--- config.mk ---
export PLATFORM = sky130hd
export DESIGN_NAME = sample_pwm_out
export DESIGN_NICKNAME = d
export VERILOG_FILES = /design/src/rtl/audio_pkg.sv /design/src/rtl/sample_fifo.sv /design/src/rtl/sample_pwm_out.sv
export SDC_FILE = /design/constraint.sdc
export NUM_CORES = 1
export LEC_CHECK = 0
export CAP_MARGIN = 40
export CORE_UTILIZATION = 47
export DETAILED_ROUTE_END_ITERATION = 7
export DONT_BUFFER_PORTS = 1
export HOLD_SLACK_MARGIN = 0.06
export PLACE_DENSITY_LB_ADDON = 0.15
export SKIP_LAST_GASP = 1
export SLEW_MARGIN = 20
export SYNTH_ARGS = -nofsm -noshare
export SYNTH_HDL_FRONTEND = slang
export SYNTH_SLANG_ARGS = --single-unit
--- constraint.sdc ---
create_clock -name clk -period 6 [get_ports clk]
set_input_delay 1.2 -clock clk [delete_from_list [all_inputs] [get_ports clk]]
set_output_delay 1.2 -clock clk [all_outputs]
set_load 0.02 [all_outputs]
--- src/rtl/audio_pkg.sv ---
// Shared audio constants for the PWM playback path and its sample FIFO.
// Level width carries one extra bit so a full FIFO (level == DEPTH) is representable.
package audio_pkg;

  localparam int SAMPLE_W = 8;
  localparam int DEPTH    = 16;
  localparam logic [SAMPLE_W-1:0] MIDSCALE = 8'h80;

  function automatic int level_width(input int depth);
    return $clog2(depth) + 1;
  endfunction

  localparam int LEVEL_W = level_width(DEPTH);

endpackage

--- src/rtl/sample_fifo.sv ---
// Single-clock sample FIFO; head entry visible combinationally, one-cycle write-to-read.
// Writes are dropped while full and reads while empty; simultaneous push/pop keeps count.
module sample_fifo
  import audio_pkg::*;
#(
  parameter int WIDTH   = SAMPLE_W,
  parameter int ENTRIES = DEPTH
) (
  input  logic                            clk,
  input  logic                            rst,
  input  logic                            wr_en,
  input  logic [WIDTH-1:0]                wr_data,
  input  logic                            rd_en,
  output logic [WIDTH-1:0]                rd_data,
  output logic                            full,
  output logic                            empty,
  output logic [level_width(ENTRIES)-1:0] count
);

  localparam int ADDR_W = $clog2(ENTRIES);
  localparam int CNT_W  = level_width(ENTRIES);

  logic [WIDTH-1:0]  mem [ENTRIES];
  logic [ADDR_W-1:0] wr_ptr;
  logic [ADDR_W-1:0] rd_ptr;
  logic              do_wr;
  logic              do_rd;

  assign full    = (count == CNT_W'(ENTRIES));
  assign empty   = (count == '0);
  assign do_wr   = wr_en && !full;
  assign do_rd   = rd_en && !empty;
  assign rd_data = mem[rd_ptr];

  // Storage is not reset; only pointers and occupancy define FIFO contents.
  always_ff @(posedge clk) begin
    if (do_wr) begin
      mem[wr_ptr] <= wr_data;
    end
  end

  // Pointers wrap naturally because ENTRIES is a power of two.
  always_ff @(posedge clk or posedge rst) begin
    if (rst) begin
      wr_ptr <= '0;
      rd_ptr <= '0;
      count  <= '0;
    end else begin
      if (do_wr) begin
        wr_ptr <= wr_ptr + 1'b1;
      end
      if (do_rd) begin
        rd_ptr <= rd_ptr + 1'b1;
      end
      case ({do_wr, do_rd})
        2'b10:   count <= count + 1'b1;
        2'b01:   count <= count - 1'b1;
        default: count <= count;
      endcase
    end
  end

endmodule

--- src/rtl/sample_pwm_out.sv ---
// Buffered audio samples played out as PWM; a tick pops one sample, duty updates at period end.
// Producer stalls only on a full FIFO (s_ready = !full); an empty FIFO on a tick plays MIDSCALE.
module sample_pwm_out #(
  parameter int                     SAMPLE_W = audio_pkg::SAMPLE_W,
  parameter int                     DEPTH    = audio_pkg::DEPTH,
  parameter logic [SAMPLE_W-1:0]    MIDSCALE = audio_pkg::MIDSCALE
) (
  input  logic                      clk,
  input  logic                      rst,
  input  logic                      en,
  input  logic                      sample_tick,
  input  logic [SAMPLE_W-1:0]       s_data,
  input  logic                      s_valid,
  output logic                      s_ready,
  input  logic                      clr_underrun,
  output logic                      pwm_out,
  output logic [$clog2(DEPTH):0]    level,
  output logic                      underrun
);

  logic [SAMPLE_W-1:0] head;
  logic                full;
  logic                empty;
  logic                play_tick;
  logic                pop;
  logic                starve;

  logic [SAMPLE_W-1:0] cur_sample;
  logic [SAMPLE_W-1:0] duty;
  logic [SAMPLE_W-1:0] pwm_cnt;

  assign s_ready   = !full;
  assign play_tick = sample_tick && en;
  assign pop       = play_tick && !empty;
  assign starve    = play_tick && empty;

  sample_fifo #(
    .WIDTH   (SAMPLE_W),
    .ENTRIES (DEPTH)
  ) u_fifo (
    .clk     (clk),
    .rst     (rst),
    .wr_en   (s_valid),
    .wr_data (s_data),
    .rd_en   (pop),
    .rd_data (head),
    .full    (full),
    .empty   (empty),
    .count   (level)
  );

  // An empty FIFO is not bypassed by a same-cycle write: silence is played instead.
  always_ff @(posedge clk or posedge rst) begin
    if (rst) begin
      cur_sample <= MIDSCALE;
      underrun   <= 1'b0;
    end else begin
      if (pop) begin
        cur_sample <= head;
      end else if (starve) begin
        cur_sample <= MIDSCALE;
      end
      if (starve) begin
        underrun <= 1'b1;
      end else if (clr_underrun) begin
        underrun <= 1'b0;
      end
    end
  end

  // Duty only changes at the wrap so no truncated or stretched pulse is emitted.
  always_ff @(posedge clk or posedge rst) begin
    if (rst) begin
      pwm_cnt <= '0;
      duty    <= MIDSCALE;
      pwm_out <= 1'b0;
    end else begin
      pwm_cnt <= en ? pwm_cnt + 1'b1 : '0;
      if (pwm_cnt == '1) begin
        duty <= cur_sample;
      end
      pwm_out <= en && (pwm_cnt < duty);
    end
  end

endmodule

; After elaboration in Yosys (flattened, before gate mapping)
; Memory sizes are Yosys's and may differ from the RTL's.
; Cells that the tools add are included.
; W data, S select, Z words.
[totals]
register_bits = 39
ram_bits = 128
input_bits = 14
output_inout_bits = 8
word_cells = 39
memories = 1
[mem_list]
columns = memory, words, width, rd, rd_ports_with_merged_regs, wr, line_no
row1 = u_fifo.mem, 16, 8, 1, 0, 1, sample_fifo.sv:23  ; logic [WIDTH-1:0] mem [ENTRIES];
[op_classes]
add_sub_neg = 5
order_cmp = 1
eq_ne = 4
mux = 8
reduce_logical = 12
[op_table]
columns = op, n
row1 = $mux W8, 3
row2 = $pmux W5 S2, 1
row3 = $add A4 B1 Y4 const B, 2
row4 = $add A8 B1 Y8 const B, 1
row5 = $eq A8 B8 Y1 const B, 1
row6 = $lt A8 B8 Y1, 1
row7 = $logic_and A1 B1 Y1, 6
row8 = $reduce_bool A2 Y1, 3
row9 = $add A5 B1 Y5 const B, 1
row10 = $eq A5 B5 Y1 const B, 1
row11 = $logic_not A5 Y1, 1
row12 = $sub A5 B1 Y5 const B, 1
row13 = $mux W1, 4
row14 = $eq A2 B1 Y1 const B, 1
row15 = $eq A2 B2 Y1 const B, 1
row16 = $logic_not A1 Y1, 2

; Longest topological paths before layout
; Gate-level depths: netlist (run 1).
[logic_depth]
ltp_word = 6
depth_mapped = 12
ltp_nobuf = 10

; By module
; A second synthesis (run 1) with hierarchy kept.
[unflattened]
cells_unflattened = 453
hier_area_um2 = 7049.3
[by_module_without_submodules]
columns = mod, instances, cells_each, area_per_inst_um2
row1 = sample_fifo, 1, 333, 5789.3
row2 = sample_pwm_out, 1, 120, 1260.0

; Worst setup path after synthesis (run 1)
; OpenSTA, ideal clock, no wires.
[synth_timing]
path_kind = input -> register
startpoint = input port en
endpoint = register u_fifo.count[4]
setup_time_ps = 123
t_arrival_ps = 3021
required_time_ps = 5877
setup_slack_ps = 2856
stages = 10
path_cell_list = nand2_1 a21oi_2 ha_1 clkbuf_1 xor2_1 ha_1 o211a_1 o31ai_1 a31oi_1 xnor2_1
[synth_between]
elab_chain_len = 5
elab_cells_between_ends = 7
[synth_rtl]
columns = element, line_no
row1 = from (decl), sample_pwm_out.sv:10  ; input logic en,
row2 = $logic_and A1 B1 Y1 *, sample_pwm_out.sv:33  ; assign play_tick = sample_tick && en;
row3 = $logic_and A1 B1 Y1 *, sample_pwm_out.sv:34  ; assign pop = play_tick && !empty;
row4 = $logic_and A1 B1 Y1 *, sample_fifo.sv:32  ; assign do_rd = rd_en && !empty;
row5 = via u_fifo.do_rd, sample_fifo.sv:27  ; logic do_rd;
row6 = $eq A2 B1 Y1 / $eq A2 B2 Y1 (equally long branches), sample_fifo.sv:55  ; case ({do_wr, do_rd})
row7 = $pmux W5 S2 / $reduce_bool A2 Y1 (equally long branches), --
row8 = to (signal assigned), sample_fifo.sv:56  ; 2'b10: count <= count + 1'b1;
row9 = to (signal assigned), sample_fifo.sv:57  ; 2'b01: count <= count - 1'b1;
row10 = to (signal assigned), sample_fifo.sv:58  ; default: count <= count;
row11 = to (decl), sample_fifo.sv:17  ; output logic [level_width(ENTRIES)-1:0] count
; Mark *: on every way through the listed nets, which the timed path passes. The rest lies on a longest branch.
; A chain may end at the register's enable or synchronous reset.

; Worst setup path in the final report (run 1)
[layout_timing]
startpoint = register u_fifo.count[2]
endpoint = output port s_ready
[layout_between]
elab_chain_len = 2
[layout_rtl]
columns = element, line_no
row1 = $eq A5 B5 Y1, sample_fifo.sv:29  ; assign full = (count == CNT_W'(ENTRIES));
row2 = $logic_not A1 Y1, sample_pwm_out.sv:32  ; assign s_ready = !full;
row3 = to (decl), sample_pwm_out.sv:14  ; output logic s_ready,
; Every way passes these cells.

==> run summary, run 1 <==
The highest fanout seen on the critical path came out at 10. The total number of yosys warnings is 0. The post-CTS setup repair buffer count is 0. Subtracting the final worst setup slack from the clock period gives 2.940 ns. Derived from the worst setup path, the maximum achievable clock frequency is 0.3402 GHz. Summed over all nets, the half-perimeter wirelength after detailed placement is 7.908 mm.

The number of endpoints with negative hold slack in the final report came out at 0. The later-pin clock latency in the skew report came out at 0.43 ns. The sequential element share of the synthesized area came out at 69.81%. The worst min-delay path category is reg2reg. The cell area after placement came out at 7113 um2. The area of the die came out at 15190 um2. The total overflow left after global routing is 0. The number of nets handed over by synthesis was 420.

For hold timing, the worst endpoint is pwm_cnt[0]. TritonCTS built the clock tree. The smallest setup slack after layout is 3.060 ns. Counting instances, the worst hold path has a depth of 1. The number of failing setup endpoints in the final timing report is 0.

The synthesized netlist occupies a cell area of 6908 um2. The number of rows in the core area is 43. On the critical path, the stage with the largest delay is an instance of dfrtp_1. The via count of the first global-routing pass is 3416. STA puts the critical path data required time at 4.80 ns. Dividing total power by cell area gives a power density of 446.2 nW/um2. The slack of the worst reg-to-reg path came out at 3.08 ns.

The post-synthesis register bit count came out at 167. In this run, post-CTS hold repair placed 0 buffers. The detail route stage leaves a number of antenna-violating nets equal to 0. The endpoint identified for the worst register-to-register timing path is u_fifo.count[4]. The total routed wirelength came out at 12.49 mm.

The buffer cell driving the clock tree root is clkbuf_16. With fillers left out, the area of the finished cells amounts to 7724 um2. The number of flops mapped to enable cells by yosys came out at 128. The global-route wire length before repair came out at 19.52 mm. The worst flop-to-flop path startpoint is u_fifo.count[2]. During I/O placement, the number of pins put on the boundary was 22. The largest net degree at the start of global routing came out at 35. The share of final-layout standard cells stronger than drive strength 1 came out at 22.46%. The async set-or-reset flop fraction in the synthesized netlist is 23.35%. The signal arrival time at the worst endpoint is 1.74 ns.

The average cell area after synthesis came out at 17.76 um2. The analysis attributes to cell leakage a power of 0.002787 uW. The violation count after the first detailed-route iteration came out at 244.

The worst setup path is captured at a primary output. The antenna cell count came out at 0. The global routing usage summed across all routing layers is 18.67%. Setup repair after global routing left no endpoint under its margin. The worst-margin pin slew is 0.7771 ns. The largest clock skew in the final design came out at 0.01309 ns. The final cell count without fillers is 594.

Clock tree synthesis found a total of 167 sinks. The number of violations of the max-capacitance limit came out at 0. Together, buffers and inverters on the worst path number 0. The post-synthesis instance total came out at 389. The total clock buffers created by CTS is 17.

In this run the most critical hold path is launched from pwm_cnt[0]. Input and output buffers added on the ports amount to 0. The width of the die came out at 123.2 um. The count of cells along the worst register-to-register path came out at 10.

Post-CTS repair changed the size of 0 cells. The worst setup slack after placement is 2.649 ns. The die boundary height is 123.2 um. The number of H-tree levels is 4. The final worst-path cycle share is 48.99%. The flow ran to the end, and the final reports show no timing, DRC or antenna violations. The count of placed standard cells including taps is 559. The final hold slack came out at 0.4884 ns. The number of iterations in the first detailed-routing pass came out at 4. In the synthesized netlist the dominant register cell turns out to be edfxtp_1. The number of vias per cell came out at 5.569. Clock-pin slew was measured on the worst setup and hold paths at 0.07 ns.

The type of element launching the critical path is a register. After routing, the total negative slack on setup checks comes to 0 ns. The buffer depth of the longest clock path is 2. The via total after detailed routing came out at 3308. The post-detailed-route wirelength per cell came out at 21.02 um. The remaining max-slew budget at the tightest pin came out at 48.00%. The count of nets after finishing is 432.

IR analysis of the VDD net gives a maximum drop of 0.0002962 V. The number of pins with negative max-slew slack in the final report came out at 0. The initial antenna violation count came out at 0.

Traced cell by cell, the critical path runs through nor4_2 -> nand2_1. The growth of design area from synthesis to finish came out at 11.81%. After synthesis, the netlist uses 44 different library cells. The initial cell density of the core came out at 49.01%. The critical path is of the reg2out type. The largest stage delay on the critical path came out at 0.57 ns.

On the critical path the largest part of the delay comes from simple AND/OR/NAND/NOR gates. Routability-driven placement finished with a final weighted congestion of 0.7701. The core region is 14100 um2. The number of remaining DRC errors came out at 0.
logic make-up (layout without fill, tap and decap cells):
group | Yosys count | after routing | share of synthesized area (%)
fa+ha+maj | 17 | 17 | 3.079
flops | 167 | 167 | 69.81
mux | 57 | 57 | 14.25
buf+inv | 33 | 58 | 2.210
simple gates | 67 | 67 | 4.963
xor+xnor | 17 | 17 | 2.155
compound gates | 31 | 31 | 3.532
report_power, final:
part           switching [uW]  internal (uW)  leakage (uW)
clock network             479            590      0.000286
logic                     421            394      0.000851
registers                 150           1410       0.00165
state kept, by name, indices dropped and copies added, names as in the netlist, 4 cells and up:
register	cells
u_fifo.rd_ptr	4
pwm_cnt	8
u_fifo.mem	128
cur_sample	8
duty	8
u_fifo.count	5
u_fifo.wr_ptr	4
worst max path at each step:
stage / startpoint / endpoint / slack, ns / cells after the start
6_report: u_fifo.count[2] / s_ready / 3.06 / 2
5_1_grt: u_fifo.count[2] / u_fifo.count[4] / 2.89 / 10
4_1_cts: u_fifo.count[2] / s_ready / 3.04 / 2
3_5_place_dp: en / u_fifo.count[4] / 2.65 / 9
3_3_place_gp: en / u_fifo.count[4] / 2.74 / 9
2_1_floorplan: en / u_fifo.count[4] / 2.86 / 10
cell usage in the layout, fill, tap and decap left out, types with 2 or more instances in the layout:
cell	netlist	final
o21ai_0	4	4
o221ai_1	7	7
xor2_1	7	7
inv_1	15	15
buf_2	4	2
o31ai_1	2	2
edfxtp_1	128	128
xnor2_1	10	10
and3_1	4	4
a21oi_1	5	5
nor2_1	15	15
nor2b_1	3	3
clkinv_8	0	2
dfrtp_1	37	36
clkbuf_16	0	17
and2_1	7	7
inv_6	0	6
mux2i_1	14	14
inv_8	0	2
mux2_2	11	11
a21o_1	2	2
buf_4	2	8
dfstp_2	2	2
nand2b_1	5	5
a211oi_1	2	2
nand3_1	4	4
mux4_2	32	32
nand4_1	2	2
a31oi_1	2	2
nor3_1	4	4
nand2_1	18	18
ha_1	17	17
metal layers:
layer	vias to the layer above	GRT usage [%]	wire length, um
met5	-	0	0
met4	0	5.648	101
met3	10	5.673	522
met2	67	29.26	6038
met1	1701	25.21	5825
li1	1530	-	-
worst reg2reg max path: cells and delay by family (launching register included):
kind                       cells  cell delay, ns
buffers and inverters          1            0.12
xor gates and xnor gates       2            0.35
AOI/OAI and AO/OA              4            0.95
adders and majority gates      2            0.55
DFF                            1            0.66
and+or+nand+nor                1            0.16
cell usage after synthesis, types with 6 or more instances:
cell type,count,share of area [%]
dfrtp_1,37,13
mux2_2,11,1.8
xnor2_1,10,1.3
o221ai_1,7,0.89
xor2_1,7,0.89
and2_1,7,0.63
inv_1,15,0.82
mux4_2,32,10
nand2_1,18,0.98
mux2i_1,14,2.0
ha_1,17,3.1
nor2_1,15,0.82
edfxtp_1,128,56
clkbuf_1,6,0.33
layout make-up:
| type | count | area (um2) |
|---|---|---|
| flip-flops and latches | 167 | 4823 |
| clock buffers | 17 | 425.4 |
| repair buffers | 11 | 97.59 |
| multi-input cells | 189 | 1933 |
| well taps | 180 | 225.2 |
| fillers | 1105 | 6372 |
| inverters | 15 | 56.30 |
| clock inverters | 15 | 162.7 |
metrics by stage:
stage                     total power, uW  utilization [%]
final                                3446            54.79
after global routing                 3621            54.79
after detailed placement             2414            50.46
after global placement               2383            50.20
after CTS                            3486            54.63
after floorplan                      2192                -
No activity file was read; power rests on OpenSTA's default activity.
==> inputs of run 2 (changes only) <==
Clock period 6 ns to 2.4 ns, I/O delays scaled along.
==> run summary, run 2 (synthesized netlist as in run 1, its figures left out) <==
The run finished with clean final reports. The via count of the first global-routing pass came out at 3459 (+1.3%). Following the worst setup path forward leads to its endpoint at u_fifo.count[4]. The count of nets after finishing came to 451 (+4.4%). The global routing usage summed across all routing layers came out at 18.48% (-0.19 points). The initial cell density of the core came out at 49.01% (unchanged). The final weighted congestion in routability-driven placement is 0.7563 (-1.8%). The worst-margin pin slew is 0.8144 ns (+0.03722 ns). The I/O pin count came out at 22 (unchanged).

The classification of the worst setup path is reg2reg. The count of cells along the worst register-to-register path came out at 10 (unchanged). The total routed wirelength came out at 12.44 mm (-0.38%). The largest clock skew in the final design is 0.01029 ns (-0.002791 ns). The worst path required time is 2.71 ns (-2.09 ns).

Clock tree synthesis selected as its root buffer the cell clkbuf_16. The area of the die came to 15190 um2 (unchanged). The signal arrival time at the worst endpoint came out at 2.59 ns (+0.85 ns). The flip-flop count of the largest register, all copies and words added is 128 (unchanged). The library cells used most frequently in the layout, excluding fill and tap cells, are 128 x edfxtp_1, 35 x dfrtp_1, 32 x mux4_2, 27 x buf_4, 18 x nand2_1. The cell area after placement came out at 7251 um2 (+1.9%). The share of final-layout standard cells stronger than drive strength 1 is 26.33% (+3.9 points). The sum of internal, switching and leakage power is 8732 uW (+150%). The number of endpoints with negative hold slack in the final report was 0 (unchanged).

Ranked by flip-flop count, first place goes to u_fifo.mem. The remaining max-slew budget at the tightest pin is 45.51% (-2.5 points). The number of iterations in the first detailed-routing pass is 5 (+1). The end of the worst register-to-register path is u_fifo.count[4]. The final worst-path cycle share is 95.21%.

The number of rows in the core area came out at 43 (unchanged). The critical path starts at u_fifo.count[1]. Based on the critical path, the design can be clocked at up to 0.4376 GHz. The number of failing setup endpoints in the final timing report came out at 0 (unchanged). The highest fanout seen on the critical path came out at 9 (-1). The number of pins with negative max-slew slack in the final report was 0 (unchanged).

The number of clock sinks came to 167 (unchanged). The slack of the worst reg-to-reg path came out at 0.11 ns (-2.97 ns). The fill cell instance count of the final layout came out at 1088 (-1.5%). STA classifies the critical path startpoint as a register. The growth of design area from synthesis to finish came out at 14.53%. The final core area utilization is 56.12% (+1.3 points). The width of the die is 123.2 um (unchanged). TritonCTS built the clock tree. The final hold slack is 0.1428 ns (-0.3456 ns). The total of buffers placed on input and output ports came out at 0 (unchanged). Counting I/O delays and the setup requirement, the final critical path takes 2.285 ns.

The final instance area came out at 7911 um2 (+2.4%). The post-detailed-route wirelength per cell was 20.29 um (-3.5%). The global-route congestion overflow total is 0 (unchanged). The antenna cell count came out at 0 (unchanged).

The static leakage is 0.002881 uW (+3.3%). The largest vdd supply drop is 0.0006471 V (+120%). The initial antenna violation count is 0 (unchanged). The largest net degree at the start of global routing is 34 (-2.9%).

The number of vias per cell is 5.566 (about the same). The placed wire-length estimate is 8.258 mm (+4.4%). The later-pin clock latency in the skew report is 0.43 ns (about the same). The post-route antenna net violation count was 0 (unchanged). The post-CTS clock slew at the launch and capture registers of the worst setup and hold paths is 0.07 ns (about the same). The via total after detailed routing came out at 3412 (+3.1%). The placeable core region was 14100 um2 (unchanged). The commonest non-fill, non-tap cell in the layout is edfxtp_1.

The buffer depth of the longest clock path came to 2 (unchanged). The die boundary height is 123.2 um (unchanged). The total clock buffers created by CTS is 17 (unchanged). The number of remaining DRC errors is 0 (unchanged). The worst register-to-register path begins at u_fifo.count[1]. The endpoint class of the critical path is a register. The power per unit of standard cell area is 1104 nW/um2 (+150%). The violation count after the first detailed-route iteration is 250 (+2.5%). The global-route wire length before repair was 19.44 mm (-0.39%). The number of violations of the max-capacitance limit came out at 0 (unchanged). Setup repair after global routing left no endpoint under its margin. The number of H-tree levels is 4 (unchanged).

The worst hold path belongs to the class in2reg.
==> run 2: cell count changes in the layout (fill, tap and decap cells not counted), sizes merged <==
| cell | before | now |
|---|---|---|
| dlygate4sd3 | 0 | 1 |
| clkinvlp | 1 | 2 |
| buf | 11 | 29 |
| inv | 23 | 22 |
==> run 2: worst max-delay path: stages (launching register included) <==
cell and delay, ns:
dfrtp_2 0.42, nor4_4 0.32, buf_4 0.18, a21oi_4 0.06, ha_4 0.19, xor2_1 0.16
ha_2 0.19, o211a_1 0.22, o31ai_1 0.22, a31oi_1 0.08, xnor2_1 0.13
==> run 2: worst min path at each step <==
stage	from	end	slack [ns]	cells past startpoint
after global routing	s_data[0]	u_fifo.mem[0][0]	0.12	0
after CTS	s_data[3]	u_fifo.mem[15][3]	0.12	0
after global placement	rst	pwm_out	0.38	1
final	s_data[3]	u_fifo.mem[11][3]	0.14	0
after floorplan	pwm_cnt[0]	pwm_cnt[0]	0.44	1
after detailed placement	rst	pwm_out	0.39	1
==> run 2: power by group <==
group | leakage [uW] | switching (uW) | total (uW) | internal, uW
clock | 0.000283 | 1200 | 2680 | 1470
sequential | 0.00165 | 316 | 3850 | 3530
combinational | 0.000949 | 1110 | 2210 | 1100
total | 0.00288 | 2630 | 8730 | 6100
==> run 2: final cells by class <==
cell class / count / area, um2 / area share (%)
clock buffer: 17 / 425.4 / 5.377
clock inverter: 15 / 162.7 / 2.056
inverter: 15 / 56.30 / 0.7117
multi-input combinational: 189 / 1964 / 24.83
sequential: 167 / 4825 / 60.98
tap: 180 / 225.2 / 2.847
timing repair buffer: 30 / 252.7 / 3.195
==> run 2: routing by layer <==
metal	share of wire [%]	GRT usage, %	vias to the layer above
li1	-	-	1575
met1	43	23.46	1737
met2	50	30.03	84
met3	4.9	4.982	16
met4	1.6	7.831	0
met5	0	0	-
==> run 2: per-stage QoR <==
| stage | TNS, ns | worst slack, ns | std cells |
|---|---|---|---|
| 5_1_grt | 0 | 0.01993 | 613 |
| 3_3_place_gp | 0 | 0.1449 | 568 |
| 2_1_floorplan | -0.06755 | -0.06755 | 389 |
| 6_report | 0 | 0.1150 | 613 |
| 4_1_cts | 0 | 0.03754 | 606 |
| 3_5_place_dp | 0 | 0.04637 | 573 |
==> run 2: what timing repair did <==
item / 4_1_cts / 5_1_grt
setup endpoints to repair: 0 / 2
buffers inserted: 0 / 1
hold buffers: 1 / 0
resized for setup: 0 / 1
endpoints found under the hold margin: 9 / 0
